--- src/rtl/rcv_pkg.sv ---
// Shared types for the UART receive control path.
// The state encoding is exported so that monitors can decode FSM state.
package rcv_pkg;

    typedef enum logic [2:0] {
        IDLE       = 3'd0,
        START      = 3'd1,
        RECEIVE    = 3'd2,
        STOP_CHECK = 3'd3,
        LOAD       = 3'd4
    } rcv_state_t;

endpackage

--- src/rtl/rcv_status.sv ---
// Host-facing receive buffer status: data_ready and overrun_error.
// A load that coincides with a host read counts as consumed, not as an overrun.
module rcv_status (
    input  logic clk,
    input  logic n_rst,
    input  logic load_buffer,
    input  logic data_read,
    output logic data_ready,
    output logic overrun_error
);

    logic ready_reg;
    logic ready_next;
    logic overrun_reg;
    logic overrun_next;

    always_comb begin
        ready_next   = ready_reg;
        overrun_next = overrun_reg;

        if (load_buffer) begin
            ready_next = 1'b1;
        end else if (data_read) begin
            ready_next = 1'b0;
        end

        if (load_buffer && ready_reg && !data_read) begin
            overrun_next = 1'b1;
        end else if (data_read) begin
            overrun_next = 1'b0;
        end
    end

    always_ff @(posedge clk) begin
        if (!n_rst) begin
            ready_reg   <= 1'b0;
            overrun_reg <= 1'b0;
        end else begin
            ready_reg   <= ready_next;
            overrun_reg <= overrun_next;
        end
    end

    assign data_ready    = ready_reg;
    assign overrun_error = overrun_reg;

endmodule

--- src/rtl/rcv_control.sv ---
// UART receive control: sequences one frame, checks the stop bit and
// strobes the receive buffer load; owns the framing-error flag.
module rcv_control
    import rcv_pkg::*;
(
    input  logic clk,
    input  logic n_rst,
    input  logic start_bit_detected,
    input  logic packet_done,
    input  logic stop_bit,
    input  logic data_read,
    output logic enable_timer,
    output logic load_buffer,
    output logic data_ready,
    output logic overrun_error,
    output logic framing_error
);

    rcv_state_t state_reg;
    rcv_state_t state_next;
    logic       framing_reg;
    logic       framing_next;

    always_ff @(posedge clk) begin
        if (!n_rst) begin
            state_reg   <= IDLE;
            framing_reg <= 1'b0;
        end else begin
            state_reg   <= state_next;
            framing_reg <= framing_next;
        end
    end

    always_comb begin
        state_next   = state_reg;
        framing_next = framing_reg;
        enable_timer = 1'b0;
        load_buffer  = 1'b0;

        case (state_reg)
            IDLE: begin
                if (start_bit_detected) begin
                    state_next = START;
                end
            end
            START: begin
                framing_next = 1'b0;
                state_next   = RECEIVE;
            end
            RECEIVE: begin
                enable_timer = 1'b1;
                if (packet_done) begin
                    state_next = STOP_CHECK;
                end
            end
            STOP_CHECK: begin
                if (stop_bit) begin
                    state_next = LOAD;
                end else begin
                    framing_next = 1'b1;
                    state_next   = IDLE;
                end
            end
            LOAD: begin
                load_buffer = 1'b1;
                state_next  = IDLE;
            end
            default: begin
                state_next = IDLE;
            end
        endcase
    end

    assign framing_error = framing_reg;

    rcv_status u_status (
        .clk           (clk),
        .n_rst         (n_rst),
        .load_buffer   (load_buffer),
        .data_read     (data_read),
        .data_ready    (data_ready),
        .overrun_error (overrun_error)
    );

endmodule

--- config.mk ---
export PLATFORM = sky130hd
export DESIGN_NAME = rcv_control
export DESIGN_NICKNAME = d
export VERILOG_FILES = /design/src/rtl/rcv_pkg.sv /design/src/rtl/rcv_status.sv /design/src/rtl/rcv_control.sv
export SDC_FILE = /design/constraint.sdc
export NUM_CORES = 1
export LEC_CHECK = 0
export CAP_MARGIN = 0
export CORE_AREA = 3 3 40 42
export DETAILED_ROUTE_END_ITERATION = 7
export DIE_AREA = 0 0 43 45
export PLACE_DENSITY = 0.39
export SYNTH_ARGS = -nofsm -noshare
export SYNTH_HDL_FRONTEND = slang
export SYNTH_HIERARCHICAL = 1
export SYNTH_SLANG_ARGS = --single-unit
--- constraint.sdc ---
create_clock -name clk -period 3.48 [get_ports clk]
set_clock_uncertainty 0.15 [all_clocks]
set_input_delay 0.348 -clock clk [delete_from_list [all_inputs] [get_ports clk]]
set_output_delay 0.348 -clock clk [all_outputs]
set_load 0.01 [all_outputs]
==> Yosys cells after proc, flatten, opt, wreduce, memory -nomap -nowiden <==
Cells that the tools add are included.
{ "op_classes": {"n_eq_ne": 7, "muxes": 11, "n_reduce_logical": 9} }
{ "op_table": {"columns": ["cell", "count"], "rows": [
  ["3-bit case mux with 4 select lines", 1],
  ["3-bit two-way mux", 3],
  ["3-bit by 2-bit equality test with 1-bit output, second input constant", 2],
  ["1-bit two-way mux", 6],
  ["2-bit inequality test, second input constant", 3],
  ["2-bit nonzero test", 3],
  ["2-bit AND reduction", 2],
  ["3-bit by 1-bit equality test with 1-bit output, second input constant", 1],
  ["3-bit equality test, second input constant", 1],
  ["3-bit logical NOT", 1],
  ["1-bit logical AND", 2],
  ["1-bit case mux with 2 select lines", 1],
  ["1-bit logical NOT", 1]
]} }
{ "word_totals": {"register_bits": 6, "elab_cells": 31} }

==> Depth between registers and ports, before layout <==
Gate-level depths: netlist of run 1.
{ "logic_depth": {"word_depth": 5, "depth_mapped": 4, "depth_no_buf": 3} }

==> Modules after synthesis <==
Netlist of run 1, hierarchy kept.
{ "modules_own_cells": {"columns": ["mod", "area_each_um2", "cells_per_inst", "instances"], "rows": [
  ["rcv_control", 172.7, 17, 1],
  ["rcv_status", 71.3, 6, 1]
]} }

==> Worst setup path after synthesis of run 1 <==
No wires, ideal clock.
{ "synth_path": {"path_type": "register to register", "startpoint": "reg state_reg[1]", "endpoint": "reg u_status.overrun_reg (netlist: u_status/overrun_error)", "setup_slack_ps": 2116, "synth_period_minus_slack_ps": 1364, "stages_incl_launch_ff": 5, "n_path_buf": 1, "arrival_ps": 1141, "required_time_ps": 3257, "path_cell_list": "dfxtp_1 -> clkbuf_2 -> nor3b_1 -> a21oi_1 -> nor3b_2"} }
{ "synth_between": {"elab_chain_len": 5, "elab_cells_between_ends": 6, "cone_classes": "eq/ne: 1; mux: 2; reduce/logical: 3"} }
{ "synth_rtl": {"columns": ["item", "line_no", "rtl"], "rows": [
  ["start, declared", "rcv_control.sv:19", "rcv_state_t state_reg;"],
  ["start signal, assigned", "rcv_control.sv:29", "state_reg <= state_next;"],
  ["3-bit equality test *", "rcv_control.sv:40", "case (state_reg)"],
  ["1-bit two-way mux *", "rcv_control.sv:40", null],
  ["via load_buffer", "rcv_control.sv:13", "output logic load_buffer,"],
  ["1-bit logical AND * (2 in a row)", "rcv_status.sv:27", "if (load_buffer && ready_reg && !data_read) begin"],
  ["1-bit two-way mux or 2-bit nonzero test (tied branches)", null, null],
  ["end signal, assigned", "rcv_status.sv:40", "overrun_reg <= overrun_next;"],
  ["end, declared", "rcv_status.sv:14", "logic overrun_reg;"]
]} }
The timed path passes the listed nets; every way through them passes the cells marked *.
A chain may end at the register's enable or synchronous reset.

==> Worst setup path in the final report of run 1 <==
{ "layout_path": {"startpoint": "reg state_reg[2]", "endpoint": "out load_buffer"} }
{ "layout_between": {"elab_chain_len": 2} }
{ "layout_rtl": {"columns": ["item", "line_no"], "rows": [
  ["3-bit equality test", "rcv_control.sv:40"],
  ["1-bit two-way mux", "rcv_control.sv:40"],
  ["end, declared", "rcv_control.sv:13"]
]} }
No other way between the ends.

==> out/qor.yml, run 1 <==
run_status:
  status: "complete, no violations"
timing:
  rsz0062_at_grt: "false"
  tightest_slew_ns: 0.3223
  hold_viol: 0
  setup_viol: 0
  fmax_mhz: 488.3
  fin_tns_setup_ns: 0
  drv_slew: 0
  fin_crit_sh_pct: 58.85
  min_period_ns: 2.048
  slew_headroom_pct: 78.47
floorplan:
  fp.dieW_um: 43
  ios: 11
  dieArea_mm2: 0.001935
  rows: 13
  core_area_mm2: 0.001285
  initial_core_util_pct: 18.99
  die_y_um: 45
cts:
  cts_root_buffer: "clkbuf_4"
  cts.sinks: 6
  clock_latency_ns: 0.24
  htreeDepth: 1
  cts_tree: "built"
  cts_max_path_buffers: 2
  cts_setup_buffers: 0
  clkTransAtPathRegs_ns: 0.05
  holdBufCountCts: 0
  cts_buffers: 3
  cts_resized: 0
critical_path:
  worstSetupPathType: "reg -> out"
  cp.arrival_ns: 1.55
  end_kind: "output port"
  critPathLaunchType: "flop"
  crit_fanout: 5
  crit_required_ns: 2.98
power:
  p_clk_share_pct: 38.9
  p_seq_share_pct: 48.5
  max-vdd-ir-drop_mv: 0.1789
  swShare_pct: 21.62
  p_sw_uw: 34.49
  p_comb_share_pct: 12.6
  p_leak_uw: 0.0001334
  power_density_mw_per_mm2: 419.4
  internal_power_uw: 125.0
routing:
  drt-pass1-iter-count: 1
  routed_wl_um: 515
  dr.first_iter.drc_count: 0
  ant_nets: 0
  drc_errors: 0
  wl_per_cell_um: 10.30
  viasPerCell: 4.140
  dr_total_vias: 207
placement:
  gp_congestion: 0.6775
  io_buffer_count: 10
  hpwlAfterDp_um: 385.8
  placed_cells: 47
  placedInstanceArea_um2: 357.8
final_layout:
  multi_input_area_um2: 118.9
  areaGrowthSynthToFinish_pct: 55.90
  final_area_um2: 380.4
  nets: 43
  insertedDiodeCount: 0
  finalNonFillerCells: 50
  final_common_cell: "clkdlybuf4s50_1"
  seqCellArea_um2: 120.1
  largest_register_ff_count: 3
  fillCellCount: 142
  drive_above_1_share_pct: 17.14
  final_cell_mix: "clkdlybuf4s50_1, dfxtp_1, clkbuf_4"
hold_path:
  hp-class: "reg -> reg"
grt:
  gr-usage-met1_pct: 6.553
  grtUsageMet2_pct: 8.982
  grt_pass1_wl_um: 855
  grt_overflow: 0
  grt_usage_pct: 6.678
  top_usage_layer: "met4"
  antenna_found_initial: 0
  grt_max_degree: 8
  use_met3_pct: 3.187
  grt_pass1_vias: 214
logic_synthesis:
  ys_seq_area_share_pct: 49.23
  synth_top_area_cell: "dfxtp_1"
  synth_nets: 29
  synthCells: 23
  synthDistinctLibCells: 14
  synth_warnings: 6
  postSynthAreaPerCell_um2: 10.61
  synth.top_cell.area_share_pct: 49.23
  synth_area_leaders: "dfxtp_1, nor3b_2, nor3b_1, nand2b_1, o221a_2"
  ys_seq_elements: 6
  synth_area_um2: 244.0
flow_run:
  cap_violations: 0
-- worst paths after layout --
check | start | endpoint | slack, ns | cells past startpoint
hold / removal | framing_error | framing_error | 0.38 | 1
hold reg to reg | framing_error | framing_error | 0.38 | 1
setup / recovery | state_reg[2] | load_buffer | 1.43 | 2
setup reg to reg | state_reg[2] | u_status/overrun_error | 2.28 | 3
-- per-layer routing --
metal  vias to the layer above  wire length [um]
met1                        94               235
met2                         8               241
li1                        105                 -
met4                         0                 0
met3                         0                37
met5                         -                 0
-- synth_stat cells --
cell type  instances
nor2b_1            1
nand3_1            1
xnor2_1            1
a21oi_1            1
nor3b_2            2
o221a_2            1
nor3b_1            2
clkbuf_2           1
nor2_1             2
nand2b_1           2
dfxtp_1            6
o21a_1             1
nor3_1             1
mux2i_1            1
-- per-stage QoR --
step,total power (uW),utilization [%],hold WS [ns],worst slack (ns)
2_1_floorplan,87.34,-,0.2675,2.116
3_3_place_gp,99.14,27.85,0.3636,1.673
3_5_place_dp,98.75,27.85,0.3732,1.672
4_1_cts,166.0,29.60,0.3889,1.390
5_1_grt,172.5,29.60,0.3893,1.269
6_report,159.5,29.60,0.3786,1.432
-- power groups by stage --
stage | combinational [uW] | sequential, uW | clock (uW)
global route | 22.0 | 77.5 | 73.0
detailed placement | 20.3 | 78.4 | 0
CTS | 20.5 | 77.2 | 68.4
finish | 20.1 | 77.3 | 62.1
floorplan | 11.4 | 75.9 | 0
global placement | 20.7 | 78.4 | 0
-- critical path, stage by stage (launching register included) --
cell	delay, ns
dfxtp_1	0.38
nor3b_1	0.33
clkdlybuf4s50_1	0.61
-- final cells by class --
cell class	count	area share, %
Sequential cell	6	31.58
Multi-Input combinational cell	16	31.25
Timing Repair Buffer	10	26.32
Clock buffer	3	5.921
Tap cell	15	4.934
-- cells by family (layout without fill, tap and decap cells) --
family                    after synthesis  count (layout)  share of synthesized area, %
AOI/OAI and AO/OA                       3               3                         9.742
xor gates and xnor gates                1               1                         3.590
buffers and inverters                   1              13                         2.049
DFF                                     6               6                         49.23
muxes                                   1               1                         4.103
and+or+nand+nor                        11              11                         31.28
No activity file was read; power rests on OpenSTA's default activity.
==> inputs of run 2 (changes only) <==
--- a/config.mk
+++ b/config.mk
@@ -9,7 +9,7 @@
 export CORE_AREA = 3 3 40 42
 export DETAILED_ROUTE_END_ITERATION = 7
 export DIE_AREA = 0 0 43 45
-export PLACE_DENSITY = 0.39
+export PLACE_DENSITY = 0.4
 export SYNTH_ARGS = -nofsm -noshare
 export SYNTH_HDL_FRONTEND = slang
 export SYNTH_HIERARCHICAL = 1
==> constraint.sdc (replaced) <==
create_clock -name clk -period 1.81 [get_ports clk]
set_clock_uncertainty 0.15 [all_clocks]
set_input_delay 0.181 -clock clk [delete_from_list [all_inputs] [get_ports clk]]
set_output_delay 0.181 -clock clk [all_outputs]
set_load 0.01 [all_outputs]
==> run 2 against run 1 <==
  * Global-route usage up 2.3 points
  * Clock power is 110% higher
  * Clock-buffer cell count unchanged
  * Via count grew 6.3%
  * Hold slack worse by 0.0071 ns
  * Critical path type unchanged
  * Largest cell class is now multi-input combinational cells
  * Highest routed layer is now met4
==> out/qor.yml, run 2 (synthesis results as in run 1) <==
floorplan:
  die_y_um: 45  # unchanged
  ios: 11  # unchanged
  core_area_mm2: 0.001285  # unchanged
  dieArea_mm2: 0.001935  # unchanged
  fp.dieW_um: 43  # unchanged
  rows: 13  # unchanged
  initial_core_util_pct: 18.99  # unchanged
timing:
  setup_viol: 0  # unchanged
  hold_viol: 0  # unchanged
  fmax_mhz: 646.9
  fin_crit_sh_pct: 85.40
  min_period_ns: 1.546
  drv_slew: 0  # unchanged
  rsz0062_at_grt: "false"  # unchanged
  fin_tns_setup_ns: 0  # unchanged
  slew_headroom_pct: 87.99  # was 78.47%
  tightest_slew_ns: 0.1800  # was 0.3223 ns
final_layout:
  final_area_um2: 409.1  # was 380.4 um2
  drive_above_1_share_pct: 27.03  # was 17.14%
  largest_register_ff_count: 3  # unchanged
  final_common_cell: "clkdlybuf4s50_1"  # unchanged
  nets: 45  # was 43
  final_util_pct: 31.84  # was 29.60%
  areaGrowthSynthToFinish_pct: 67.69  # was 55.90%
  final_cell_mix: "clkdlybuf4s50_1, dfxtp_1, clkbuf_4"  # unchanged
  insertedDiodeCount: 0  # unchanged
routing:
  ant_nets: 0  # unchanged
  dr_total_vias: 220  # was 207
  drt-pass1-iter-count: 4  # was 1
  dr.first_iter.drc_count: 1  # was 0
  viasPerCell: 4.231  # was 4.140
  routed_wl_um: 614  # was 515 um
  drc_errors: 0  # unchanged
  wl_per_cell_um: 11.81  # was 10.30 um
cts:
  clock_latency_ns: 0.25  # was 0.24 ns
  clkTransAtPathRegs_ns: 0.05  # about the same
  cts_max_path_buffers: 2  # unchanged
  cts_root_buffer: "clkbuf_4"  # unchanged
  cts_buffers: 3  # unchanged
  cts_tree: "built"  # unchanged
  cts.sinks: 6  # unchanged
  htreeDepth: 1  # unchanged
hold_path:
  min_from: "framing_error"  # unchanged
  min_delay_path_depth: 1  # unchanged
  hold_path_end: "framing_error"  # unchanged
  hp-class: "reg -> reg"  # unchanged
critical_path:
  reg2reg_to: "framing_error"  # was u_status/overrun_error
  cp.arrival_ns: 1.21  # was 1.55 ns
  worstSetupPathType: "reg -> out"  # unchanged
  end_kind: "output port"  # unchanged
  crit_buf_inv: 2  # was 1
  rr_worst_depth: 3  # unchanged
  rrSetupSlack_ns: 0.68  # was 2.28 ns
  crit_fanout: 6  # was 5
  critPathSlowestCell: "dfxtp_1"  # was clkdlybuf4s50_1
  crit_path_cell_trace: "buf_4 > nor3b_1 > dlygate4sd2_1"  # was nor3b_1 > clkdlybuf4s50_1
  critPathLaunchType: "flop"  # unchanged
  cpPeakStageDelay_ns: 0.33  # was 0.61 ns
  crit_family: "buffers and inverters"  # unchanged
  crit_required_ns: 1.48  # was 2.98 ns
  worstReg2RegStart: "state_reg[0]"  # was state_reg[2]
run_status:
  status: "complete, no violations"  # unchanged
grt:
  grt_overflow: 0  # unchanged
  grt_usage_pct: 8.946  # was 6.678%
  grt_pass1_wl_mm: 1.200  # was 855 um
  antenna_found_initial: 0  # unchanged
  grt_pass1_vias: 259  # was 214
  grt_max_degree: 7  # was 8
power:
  p_sw_uw: 76.78  # was 34.49 uW
  p_leak_uw: 0.0001692  # was 0.0001334 uW
  swShare_pct: 24.05  # was 21.62%
  max-vdd-ir-drop_mv: 0.2279  # was 0.1789 mV
  internal_power_uw: 242.5  # was 125.0 uW
  power_density_mw_per_mm2: 780.5  # was 419.4 mW/mm2
  p_clk_share_pct: 40.0  # was 38.9%
  p_comb_share_pct: 13.4  # was 12.6%
  p_seq_share_pct: 46.6  # was 48.5%
flow_run:
  cap_violations: 0  # unchanged
placement:
  io_buffer_count: 10  # unchanged
  gp_congestion: 0.6514  # was 0.6775
  placedInstanceArea_um2: 365.4  # was 357.8 um2
run 2: cell type report:
| type | count | area (um2) |
|---|---|---|
| clock buffers | 3 | 22.52 |
| fillers | 145 | 875.8 |
| multi-input cells | 16 | 130.1 |
| flip-flops and latches | 6 | 121.4 |
| well taps | 15 | 18.77 |
| repair buffers | 12 | 116.4 |
run 2: how the worst max path moves through the flow:
stage | from | endpoint | slack (ns) | cells after the start
3_5_place_dp | state_reg[2] | load_buffer | 0.14 | 2
6_report | state_reg[0] | enable_timer | 0.26 | 3
2_1_floorplan | state_reg[1] | u_status/overrun_error | 0.45 | 4
5_1_grt | state_reg[0] | enable_timer | 0.13 | 3
4_1_cts | state_reg[2] | load_buffer | 0.004 | 2
3_3_place_gp | state_reg[1] | load_buffer | 0.19 | 2
run 2: metrics by stage:
stage	total power [uW]	hold WS, ns	worst slack, ns	std cells
floorplan	167.9	0.1005	0.4464	23
global placement	192.5	0.3689	0.1864	48
detailed placement	192.5	0.3681	0.1441	48
CTS	327.1	0.3749	0.004418	51
global route	337.2	0.4028	0.1263	52
finish	319.3	0.3715	0.2642	52
run 2: power groups by stage:
stage,sequential [uW],clock [uW],combinational (uW)
global route,150,139,48.0
global placement,148,0,44.1
floorplan,146,0,21.9
finish,149,128,42.7
detailed placement,148,0,44.3
CTS,148,136,43.1
run 2: per-layer routing:
layer | share of wire, % | routed length, um | vias up | GRT usage, %
met5 | 0 | 0 | - | 0
met4 | 4.7 | 29 | 0 | 9.036
met3 | 11 | 67 | 4 | 3.586
met2 | 39 | 240 | 11 | 12.57
met1 | 45 | 277 | 96 | 10.00
li1 | - | - | 109 | -
run 2: what timing repair did:
item | in CTS | in global routing
hold buffers | 0 | 0
gates resized for setup | 4 | 1
setup buffers | 0 | 1
endpoints found under the setup margin | 2 | 1
==> inputs of run 3 (changes only) <==
--- a/config.mk
+++ b/config.mk
@@ -9,8 +9,7 @@
 export CORE_AREA = 3 3 40 42
 export DETAILED_ROUTE_END_ITERATION = 7
 export DIE_AREA = 0 0 43 45
-export PLACE_DENSITY = 0.4
+export PLACE_DENSITY = 0.41
 export SYNTH_ARGS = -nofsm -noshare
 export SYNTH_HDL_FRONTEND = slang
-export SYNTH_HIERARCHICAL = 1
 export SYNTH_SLANG_ARGS = --single-unit
==> run 3 against run 2 <==
  * Flip-flop and latch count unchanged
  * Fmax up 2.6%
  * Sequential power about the same
  * Clock power down 3%
  * Core utilization down 0.78 points
  * Via count up 0.91%
  * Final cell count down 1.9%
  * Largest power group unchanged
  * Largest cell class unchanged
  * Critical endpoint is now load_buffer
  * Combinational power down 8.4%
==> out/qor.yml, run 3 <==
run_status:
  status: "complete, no violations"  # unchanged
hold_path:
  hp-class: "reg -> reg"  # unchanged
routing:
  ant_nets: 0  # unchanged
  dr_total_vias: 222  # was 220
  viasPerCell: 4.353  # was 4.231
  wl_per_cell_um: 10.47  # was 11.81 um
  dr.first_iter.drc_count: 1  # unchanged
  drt-pass1-iter-count: 2  # was 4
  routed_wl_um: 534  # was 614 um
  drc_errors: 0  # unchanged
logic_synthesis:
  synth_warnings: 0  # was 6
  synth-simple-area-share_pct: 31.16  # was 31.28%
  yosys_most_used_dff: "dfxtp_1"  # unchanged
  netlist_top_cells_count: "dfxtp_1, nand2b_1, nor2_1, nor3b_2"  # was dfxtp_1, nand2b_1, nor2_1, nor3b_1, nor3b_2
  synthArstFlopShare_pct: 0  # unchanged
  synth_nets: 29  # unchanged
  synth_edf_count: 0  # unchanged
  yosys.cell_count.top_type: "dfxtp_1"  # unchanged
  synth-compound-area-share_pct: 11.56  # was 9.744%
  ys_seq_area_share_pct: 48.24  # was 49.23%
  synthCells: 23  # unchanged
  synth_area_um2: 249.0  # was 244.0 um2
  synth_top_area_cell: "dfxtp_1"  # unchanged
  synth_fa_ha_area_share_pct: 0  # unchanged
  postSynthAreaPerCell_um2: 10.83  # was 10.61 um2
  synth_area_leaders: "dfxtp_1, nor3b_2, nand2b_1, o221a_2, a32o_1"  # was dfxtp_1, nor3b_2, nor3b_1, nand2b_1, o221a_2
  synth.top_cell.area_share_pct: 48.24  # was 49.23%
  synthDistinctLibCells: 15  # was 14
  synthMuxAreaShare_pct: 4.020  # was 4.103%
  synth_xor_xnor_area_share_pct: 3.518  # was 3.590%
  ys_seq_elements: 6  # unchanged
  synth_top_family_by_area: "simple AND/OR/NAND/NOR gates"  # unchanged
floorplan:
  die_y_um: 45  # unchanged
  initial_core_util_pct: 19.38  # was 18.99%
  ios: 11  # unchanged
  fp.dieW_um: 43  # unchanged
  core_area_mm2: 0.001285  # unchanged
  dieArea_mm2: 0.001935  # unchanged
  rows: 13  # unchanged
final_layout:
  final_cell_mix: "clkdlybuf4s50_1, dfxtp_1, clkbuf_4"  # unchanged
  finalNonFillerCells: 51  # was 52
  areaGrowthSynthToFinish_pct: 60.30  # was 67.69%
  drive_above_1_share_pct: 19.44  # was 27.03%
  fillCellCount: 143  # was 145
  final_common_cell: "clkdlybuf4s50_1"  # unchanged
  nets: 44  # was 45
  insertedDiodeCount: 0  # unchanged
  final_area_um2: 399.1  # was 409.1 um2
  largest_register_ff_count: 3  # unchanged
placement:
  hpwlAfterDp_um: 404
  placed_cells: 48  # unchanged
  io_buffer_count: 10  # unchanged
  gp_congestion: 0.6180  # was 0.6514
  placedInstanceArea_um2: 367.9  # was 365.4 um2
  preCtsSetupSlack_ns: 0.2480  # was 0.1441 ns
grt:
  antenna_found_initial: 0  # unchanged
  grt_max_degree: 8  # was 7
  grt_usage_pct: 7.429  # was 8.946%
  grt_pass1_vias: 227  # was 259
  gr-usage-met1_pct: 6.553  # was 10.00%
  use_met3_pct: 5.976  # was 3.586%
  grtUsageMet2_pct: 10.48  # was 12.57%
  grt_overflow: 0  # unchanged
  top_usage_layer: "met2"  # unchanged
  grt_pass1_wl_um: 938  # was 1.200 mm
power:
  max-vdd-ir-drop_mv: 0.3825  # was 0.2279 mV
  p_seq_share_pct: 48.0  # was 46.6%
  internal_power_uw: 240.8  # was 242.5 uW
  p_leak_uw: 0.0001695  # was 0.0001692 uW
  swShare_pct: 23.35  # was 24.05%
  p_comb_share_pct: 12.4  # was 13.4%
  power_density_mw_per_mm2: 787.0  # was 780.5 mW/mm2
  p_clk_share_pct: 39.5  # was 40.0%
  p_sw_uw: 73.36  # was 76.78 uW
timing:
  setup_viol: 0  # unchanged
  drv_slew: 0  # unchanged
  hold_viol: 0  # unchanged
  rsz0062_at_grt: "false"  # unchanged
  slew_headroom_pct: 80.96  # was 87.99%
  fmax_mhz: 663.7  # was 646.9 MHz
  fin_tns_setup_ns: 0  # unchanged
  fin_ws_ns: 0.3034  # was 0.2642 ns
  min_period_ns: 1.507  # was 1.546 ns
  fin_crit_sh_pct: 83.24  # was 85.40%
  tightest_slew_ns: 0.2851  # was 0.1800 ns
cts:
  cts_buffers: 3  # unchanged
  htreeDepth: 1  # unchanged
  cts_max_path_buffers: 2  # unchanged
  cts_tree: "built"  # unchanged
  holdBufCountCts: 0  # unchanged
  cts_root_buffer: "clkbuf_4"  # unchanged
  clkTransAtPathRegs_ns: 0.05  # about the same
  cts.sinks: 6  # unchanged
  clock_latency_ns: 0.25  # about the same
critical_path:
  cpPeakStageDelay_ns: 0.40  # was 0.33 ns
  crit_family: "flip-flops"  # was buffers and inverters
  critPathLaunchType: "flop"  # unchanged
  cp.arrival_ns: 1.18  # was 1.21 ns
  crit_path_cell_trace: "nor3b_4 > dlygate4sd2_1"  # was buf_4 > nor3b_1 > dlygate4sd2_1
  critPathSlowestCell: "dfxtp_1"  # unchanged
  worstSetupPathType: "reg -> out"  # unchanged
  crit_required_ns: 1.48  # about the same
  crit_fanout: 5  # was 6
  end_kind: "output port"  # unchanged
  crit_buf_inv: 1  # was 2
flow_run:
  cap_violations: 0  # unchanged
==> run 3: cell count changes after synthesis <==
cell / change
a32o_1: +1
inv_1: +1
nor3b_1: -1
a21oi_1: -1
and3b_1: +1
clkbuf_2: -1
==> run 3: stage by stage <==
step	power (uW)	hold slack (ns)	util, %
global route	333.0	0.3737	31.06
global placement	190.8	0.3394	28.63
detailed placement	191.3	0.3372	28.63
finish	314.1	0.3475	31.06
CTS	323.7	0.3528	30.87
floorplan	166.9	0.1485	-
==> run 3: logic make-up after synthesis <==
| family | count (synthesis) |
|---|---|
| and+or+nand+nor | 11 |
| DFF | 6 |
| AOI/OAI and AO/OA | 3 |
| xor gates and xnor gates | 1 |
| muxes | 1 |
| buffers and inverters | 1 |
==> run 3: worst paths after layout <==
path                          start                endpoint  slack [ns]  cells past startpoint
min          u_status.overrun_error  u_status.overrun_error        0.35                      1
min reg2reg  u_status.overrun_error  u_status.overrun_error        0.35                      1
max reg2reg            state_reg[0]           framing_error        0.73                      2
max                    state_reg[2]             load_buffer        0.30                      2
==> run 3: layer usage <==
| metal | wire length, um | share of wire [%] |
|---|---|---|
| met1 | 221 | 41 |
| met2 | 250 | 47 |
| met3 | 49 | 9.2 |
| met4 | 12 | 2.2 |
| met5 | 0 | 0 |
==> run 3: power by group through the flow <==
stage	logic [uW]	registers, uW	clock network, uW
2_1_floorplan	16.9	150	0
3_3_place_gp	39.3	151	0
3_5_place_dp	39.6	152	0
4_1_cts	40.0	151	133
5_1_grt	43.3	153	137
6_report	39.1	151	124
==> run 3: final cells by class <==
type | instances | area [um2] | area share (%)
clock buffer | 3 | 22.52 | 5.643
timing repair buffer | 10 | 101.3 | 25.39
multi-input combinational | 16 | 131.4 | 32.92
inverter | 1 | 3.754 | 0.9404
sequential | 6 | 121.4 | 30.41
tap | 15 | 18.77 | 4.702
==> run 3: worst register-to-register path, cell delays in order (launching register included) <==
cell and delay [ns]:
dfxtp_1 0.48, nand2b_1 0.09, o221a_2 0.26
==> run 3: what timing repair did <==
| item | CTS | global route |
|---|---|---|
| buffers inserted | 0 | 0 |
| gates resized for setup | 3 | 1 |
| setup endpoints to repair | 2 | 1 |
